[src/rtl/fiforeader_pkg.sv]
// Shared types for the FIFO read-side adapter: occupancy encoding and buffer capacity.
package fiforeader_pkg;

  typedef enum logic [1:0] {
    ZERO = 2'd0,
    ONE  = 2'd1,
    TWO  = 2'd2
  } fiforeader_occ_t;

  localparam int FIFOREADER_CAP = 2;

  // Occupancy as a word count, so it can be summed with the in-flight flag.
  function automatic logic [1:0] occ_count(input fiforeader_occ_t occ);
    case (occ)
      ONE:     occ_count = 2'd1;
      TWO:     occ_count = 2'd2;
      default: occ_count = 2'd0;
    endcase
  endfunction

endpackage

[src/rtl/fiforeader.sv]
// Converts a registered-read FIFO dequeue port into a first-word-fall-through valid/ready stream.
// Optional delivered-word counter enabled by defining FIFOREADER_WORDCOUNT_EN.
module fiforeader
  import fiforeader_pkg::*;
#(
  parameter int WIDTH = 8
`ifdef FIFOREADER_WORDCOUNT_EN
  , parameter int COUNTWIDTH = 16
`endif
) (
  input  logic             clock,
  input  logic             reset,
  input  logic             empty,
  input  logic [WIDTH-1:0] fifodata,
  output logic             deq,
  output logic [WIDTH-1:0] dout,
  output logic             valid,
  input  logic             ready
`ifdef FIFOREADER_WORDCOUNT_EN
  , output logic [COUNTWIDTH-1:0] wordcount
`endif
);

  fiforeader_occ_t  occ_q, occ_d;
  logic             inflight_q;
  logic [WIDTH-1:0] head_q, head_d;
  logic [WIDTH-1:0] tail_q, tail_d;
  logic             pop;
  logic [1:0]       load;

  assign valid = (occ_q != ZERO);
  assign pop   = valid & ready;
  assign dout  = head_q;

  // Words buffered or in flight after this cycle's pop; fetch only while that leaves room.
  assign load = occ_count(occ_q) + {1'b0, inflight_q} - {1'b0, pop};
  assign deq  = !reset & !empty & (load < 2'(FIFOREADER_CAP));

  always_comb begin
    occ_d  = occ_q;
    head_d = head_q;
    tail_d = tail_q;
    case (occ_q)
      ZERO: begin
        if (inflight_q) begin
          head_d = fifodata;
          occ_d  = ONE;
        end
      end
      ONE: begin
        if (inflight_q) begin
          if (pop) begin
            head_d = fifodata;
          end else begin
            tail_d = fifodata;
            occ_d  = TWO;
          end
        end else if (pop) begin
          occ_d = ZERO;
        end
      end
      TWO: begin
        // An arrival without a pop is impossible here because deq was withheld.
        if (pop) begin
          head_d = tail_q;
          if (inflight_q) begin
            tail_d = fifodata;
          end else begin
            occ_d = ONE;
          end
        end
      end
      default: occ_d = ZERO;
    endcase
  end

`ifdef FIFOREADER_WORDCOUNT_EN
  logic [COUNTWIDTH-1:0] wordcount_q, wordcount_d;

  assign wordcount_d = wordcount_q + {{(COUNTWIDTH-1){1'b0}}, pop};
  assign wordcount   = wordcount_q;

  always_ff @(posedge clock or posedge reset) begin
    if (reset) begin
      wordcount_q <= '0;
    end else begin
      wordcount_q <= wordcount_d;
    end
  end
`endif

  always_ff @(posedge clock or posedge reset) begin
    if (reset) begin
      occ_q      <= ZERO;
      inflight_q <= 1'b0;
      head_q     <= '0;
      tail_q     <= '0;
    end else begin
      occ_q      <= occ_d;
      inflight_q <= deq;
      head_q     <= head_d;
      tail_q     <= tail_d;
    end
  end

endmodule
[config.mk]
export PLATFORM = sky130hd
export DESIGN_NAME = fiforeader
export DESIGN_NICKNAME = d
export VERILOG_FILES = /design/src/rtl/fiforeader_pkg.sv /design/src/rtl/fiforeader.sv
export SDC_FILE = /design/constraint.sdc
export NUM_CORES = 1
export LEC_CHECK = 0
export CORE_ASPECT_RATIO = 1.1
export CORE_UTILIZATION = 40
export DETAILED_ROUTE_END_ITERATION = 6
export GPL_TIMING_DRIVEN = 0
export PLACE_DENSITY = 0.79
export SLEW_MARGIN = 20
export SYNTH_ARGS = -nofsm -noshare
export SYNTH_HDL_FRONTEND = slang
export SYNTH_SLANG_ARGS = --single-unit
[constraint.sdc]
create_clock -name clock -period 1.3 [get_ports clock]
set_input_delay 0.195 -clock clock [delete_from_list [all_inputs] [get_ports clock]]
set_output_delay 0.195 -clock clock [all_outputs]
set_load 0.01 [all_outputs]
==> results.cfg, run 1 <==
[placement]
dp_hpwl_um = 1134
dp.cells = 114
routabilityCongestion = 0.8127
numPortBuffers = 21

[final_layout]
n_fill_cell = 154
register_area_um2 = 478.0
area_growth_pct = 51.41
stdcell_count = 131
multi_input_area_um2 = 506.7
fin_nets = 116
diodes = 0
utilization = 0.6684
layout-drive-gt1-share = 0.5534

[pwr]
p_sw_frac = 0.2838
switchingPower_mw = 0.6074
vdd_drop_max_uv = 989.3
p_int_mw = 1.533
clock_power_share = 0.135
power.density_nw_per_um2 = 1521
leakage_nw = 0.6377
p_comb_frac = 0.420
seq_power_share = 0.445

[die]
die_width_um = 47.97
io_pins = 22
num_rows = 17
die_h_um = 52.56
dieArea_um2 = 2521
coreArea_um2 = 2106
initial_core_util = 0.4415

[sta]
worstMarginPinSlew_ns = 0.7414
fmax_mhz = 604.5
period_share = 1.273
min_period_ns = 1.654
finalSetupViolCount = 19
rsz0062_at_grt = true
max_slew_margin = 0.5052
fin_ws_ns = -0.3543
clock_skew_ns = 0.004107
hold_violations = 0
slew_viol_final = 0
holdWs_ns = 0.4125

[synth]
synth.avg_cell_area_um2 = 14.30
ys_types = 19
synthArstFlopShare = 1.000
yosysWarnings = 0
netlist_instances = 65
syn-num-nets = 77
ys_seq_area_frac = 0.5114
syn-cell-area_um2 = 929.6
synthFlopType = dfrtp_1
synth-edff-count = 0
synth_seq_cells = 19

[clock_network]
postCtsHoldBufs = 0
numCtsBuffers = 3
clockBufferDepth = 2
path_clk_slew_ns = 0.10
cts_tree = yes
clk_latency_ns = 0.29
clock-root-buffer = clkbuf_4
clock-sinks = 19
h-tree-depth = 1

[detailed_routing]
wire_per_inst_um = 14.94
viasPerCell = 4.863
dr.pass1.iters = 2
drcViolationCount = 0
detail-route-antenna-nets = 0
wl_um = 1957
drt_iter0_drc = 2
vias = 637

[setup_path]
crit_slowest_cell = dfrtp_1
cp.required_ns = 1.11
crit_type = reg -> out
critPathCaptureType = primary output
crit_fanout = 6
max_stage_delay_ns = 0.35
worst-path-buf-inv = 2
cp_cell_sequence = buf_6 > nand2b_4 > o22ai_4 > a2111oi_4 > buf_2
path_delay_family = compound AO/OA/AOI/OAI gates
startpoint_type = flop
crit_arrival_ns = 1.46

[grt]
grt_max_degree = 20
grt.overflow.total = 0
antenna_found_initial = 0
grt_usage = 0.1825
grt_pass1_vias = 683
grt_pass1_wl_um = 3111

[job]
maxCapViolCount = 0

[min_path]
worstHoldPathType = in -> async

[outcome]
violations = setup timing
status = finished with violations
-- power by group through the flow --
stage / Sequential (mW) / Clock [mW] / Combinational (mW)
2_1_floorplan: 1.00 / 0 / 0.382
3_3_place_gp: 0.963 / 0 / 0.730
3_5_place_dp: 0.979 / 0 / 0.742
4_1_cts: 0.945 / 0.307 / 0.769
5_1_grt: 0.988 / 0.331 / 0.959
6_report: 0.953 / 0.289 / 0.898
-- routing by layer --
metal / share of wire / track usage / vias up
met5: 0 / 0 / -
met4: 0.0082 / 0.09722 / 0
met3: 0.038 / 0.03103 / 2
met2: 0.51 / 0.2838 / 13
met1: 0.44 / 0.2360 / 315
li1: - / - / 307
-- worst register-to-register path, cell delays in order, from the launching register on --
cell	delay [ns]
dfrtp_2	0.43
buf_6	0.13
buf_4	0.13
nor3b_2	0.16
o21ai_4	0.15
buf_12	0.15
mux2_4	0.30
-- flip-flops by register name (all words and copies together) (netlist names) --
register	flops
dout	8
tail_q	8
inflight_q	1
occ_q	2
-- final timing paths --
kind | endpoint | slack, ns | start | cells after the start
worst max-delay path | deq | -0.35 | occ_q[1] | 5
worst min-delay path | occ_q[1] | 0.41 | reset | 2
worst max register to register | tail_q[3] | -0.26 | occ_q[0] | 6
worst min register to register | dout[7] | 0.51 | dout[7] | 1
max in group asynchronous | occ_q[0] | 0.38 | reset | 2
min in group clock | inflight_q | 0.50 | empty | 2
-- cells in the mapped netlist, types with 2 or more instances --
library cell  instances  area, um^2
inv_1                 3       11.26
nand2b_1              2       12.51
o22ai_1               2       12.51
dfrtp_1              19       475.5
mux2_2               25       281.5
-- area by class of cell --
cell class,instances,area share
Buffer,2,0.01600
Clock buffer,4,0.01867
Inverter,3,0.008000
Multi-Input combinational cell,41,0.3600
Sequential cell,19,0.3396
Tap cell,28,0.02489
Timing Repair Buffer,34,0.2329
-- through the flow --
stage               instance area (um^2)  setup slack (ns)  setup TNS [ns]  total power, mW
floorplan                          964.7          -0.08191          -1.274            1.382
global placement                    1210           -0.8148          -9.720            1.693
detailed placement                  1210           -0.8557          -9.994            1.722
CTS                                 1335           -0.3829          -3.928            2.021
global route                        1408           -0.4637          -5.665            2.279
finish                              1408           -0.3543          -4.740            2.140
-- placed cells by master (no fill, tap or decap) --
cell type,Yosys,routed
o21ai_4,1,1
clkdlybuf4s50_1,0,10
mux2i_1,1,1
buf_2,0,1
or2b_1,1,1
buf_4,1,7
dfrtp_2,0,2
o22ai_4,1,2
and3b_1,1,1
inv_1,3,3
nand2_2,0,1
nor3b_2,1,1
clkbuf_4,0,3
dlygate4sd2_1,0,9
or2_2,1,1
o21bai_1,1,1
mux2_4,0,9
nand2b_1,2,1
o21a_1,1,1
buf_8,0,1
nand2b_4,0,1
clkbuf_1,0,1
buf_12,0,1
mux2_2,25,16
o22ai_2,0,1
buf_6,1,7
a21oi_2,1,1
a2111oi_4,0,1
dfrtp_1,19,17
-- logic make-up after synthesis --
kind of cell / count (synthesis) / share of synthesized area
buffers and inverters: 5 / 0.03230
AOI/OAI and AO/OA: 8 / 0.08750
muxes: 26 / 0.3136
DFF: 19 / 0.5114
and+or+nand+nor: 7 / 0.05518
-- repair_timing --
item	in CTS	in global routing
pin swaps	3	1
setup endpoints to repair	26	19
buffers inserted	10	3
gates resized for setup	25	12
Note: power is estimated with default switching activity, not from simulation.
==> inputs of run 2 (changes only) <==
--- a/config.mk
+++ b/config.mk
@@ -7,6 +7,7 @@
 export LEC_CHECK = 0
 export CORE_ASPECT_RATIO = 1.1
 export CORE_UTILIZATION = 40
+export CTS_BUF_LIST = sky130_fd_sc_hd__clkbuf_8
 export DETAILED_ROUTE_END_ITERATION = 6
 export GPL_TIMING_DRIVEN = 0
 export PLACE_DENSITY = 0.79
==> run 2 against run 1 <==
  * The flow still finishes with violations (setup timing)
  * Critical path depth is 1 lower
  * Highest routed layer unchanged
  * Non-clock buffer count is 1 lower
  * Largest cell class unchanged
  * Cell count is 0.76% lower
  * Clock skew is 0.0035 ns lower
  * Total power is 7.5% higher
  * Via count is 0.78% higher
  * Global-route usage is 0.48 points higher
  * Largest power group unchanged
  * Worst hold slack better by 0.034 ns
  * Sequential share of layout area is 1.4 points lower
  * Routed wire length is 10% higher
  * Sequential power is 2% higher
==> results.cfg, run 2 (synthesis results as in run 1) <==
[clock_network]
cts_tree = yes
path_clk_slew_ns = 0.07
postCtsHoldBufs = 0
h-tree-depth = 1
clockBufferDepth = 2
clock-root-buffer = clkbuf_8
clock-sinks = 19
numCtsBuffers = 3
clk_latency_ns = 0.26

[sta]
worstMarginPinSlew_ns = 0.7225
fmax_mhz = 617.4
holdWs_ns = 0.4461
min_period_ns = 1.620
rsz0062_at_grt = true
fin_ws_ns = -0.3198
slew_viol_final = 0
finalSetupViolCount = 19
hold_violations = 0
clock_skew_ns = 0.0005781
max_slew_margin = 0.5178
period_share = 1.246

[setup_path]
startpoint_type = flop
cp.required_ns = 1.11
crit_type = reg -> out
crit_arrival_ns = 1.42
r2r_setup_slack_ns = -0.20
crit_fanout = 6
r2r_start = occ_q[0]
r2r_end = tail_q[5]
rr_worst_depth = 5
critPathCaptureType = primary output

[min_path]
worstHoldPathType = in -> async

[grt]
grt_pass1_wl_um = 3174
grt_max_degree = 20
antenna_found_initial = 0
grt_pass1_vias = 678
grt.overflow.total = 0
grt_usage = 0.1873

[detailed_routing]
wl_um = 2155
vias = 642
viasPerCell = 4.938
drt_iter0_drc = 2
dr.pass1.iters = 3
detail-route-antenna-nets = 0
drcViolationCount = 0
wire_per_inst_um = 16.58

[final_layout]
fin_area_um2 = 1473
fin_nets = 115
layout-drive-gt1-share = 0.5784
final_cell_mix = mux2_4, dfrtp_1, clkdlybuf4s50_1
diodes = 0
area_growth_pct = 58.41
n_fill_cell = 144
utilization = 0.6993

[die]
io_pins = 22
initial_core_util = 0.4415
die_h_um = 52.56
dieArea_um2 = 2521
num_rows = 17
coreArea_um2 = 2106
die_width_um = 47.97

[outcome]
status = finished with violations
violations = setup timing

[placement]
dp_hpwl_um = 1134
placedInstanceArea_um2 = 1210
routabilityCongestion = 0.8127
numPortBuffers = 21
place_ws_ns = -0.8557

[pwr]
vdd_drop_max_uv = 1268
power.density_nw_per_um2 = 1562
leakage_nw = 0.6763

[job]
maxCapViolCount = 0
run 2: cell types whose count changed in the layout (fill, tap and decap cells not counted), moves of 2 or more:
cell      previous run  this run
buf_4                7         4
buf_6                7         9
clkbuf_4             3         0
clkbuf_8             0         3
mux2_2              16         9
mux2_4               9        16
run 2: through the flow:
| stage | setup TNS (ns) | total power, mW | instances |
|---|---|---|---|
| floorplan | -1.274 | 1.382 | 65 |
| global placement | -9.720 | 1.693 | 114 |
| detailed placement | -9.994 | 1.722 | 114 |
| CTS | -3.726 | 2.143 | 129 |
| global route | -4.526 | 2.427 | 130 |
| finish | -3.634 | 2.300 | 130 |
run 2: worst max-delay path by stage:
stage / start / endpoint / cells past startpoint
2_1_floorplan: occ_q[1] / dout[0] / 4
3_3_place_gp: ready / deq / 5
3_5_place_dp: ready / deq / 5
4_1_cts: occ_q[1] / deq / 5
5_1_grt: occ_q[1] / deq / 4
6_report: occ_q[1] / deq / 4
run 2: worst max-delay path, stage by stage, from the launching register on:
cell and delay [ns]:
dfrtp_2 0.42, nand2b_4 0.16, o22ai_4 0.08, a2111oi_4 0.31, buf_2 0.19
run 2: power breakdown:
| group | leakage (nW) | switching [mW] | internal, mW |
|---|---|---|---|
| sequential | 0.225 | 0.135 | 0.834 |
| clock | 0.0269 | 0.197 | 0.210 |
| combinational | 0.425 | 0.326 | 0.598 |
run 2: final cells by class:
type,count,area (um^2),area share
clock inverter,1,3.754,0.002549
sequential,19,479.2,0.3254
inverter,3,11.26,0.007647
tap,28,35.03,0.02379
multi-input combinational,41,546.8,0.3713
buffer,1,11.26,0.007647
clock buffer,3,41.29,0.02804
timing repair buffer,34,344.1,0.2336
run 2: per-layer routing:
metal | track usage | vias to the layer above | share of wire
met5 | 0 | - | 0
met4 | 0.09722 | 0 | 0.021
met3 | 0.03448 | 5 | 0.046
met2 | 0.2883 | 16 | 0.49
met1 | 0.2444 | 313 | 0.44
li1 | - | 308 | -
run 2: repair_timing:
| item | CTS | global route |
|---|---|---|
| endpoints found under the setup margin | 27 | 19 |
| cloned | 0 | 0 |
| setup buffers | 11 | 2 |
| resized for setup | 27 | 25 |
| pin swaps | 4 | 3 |
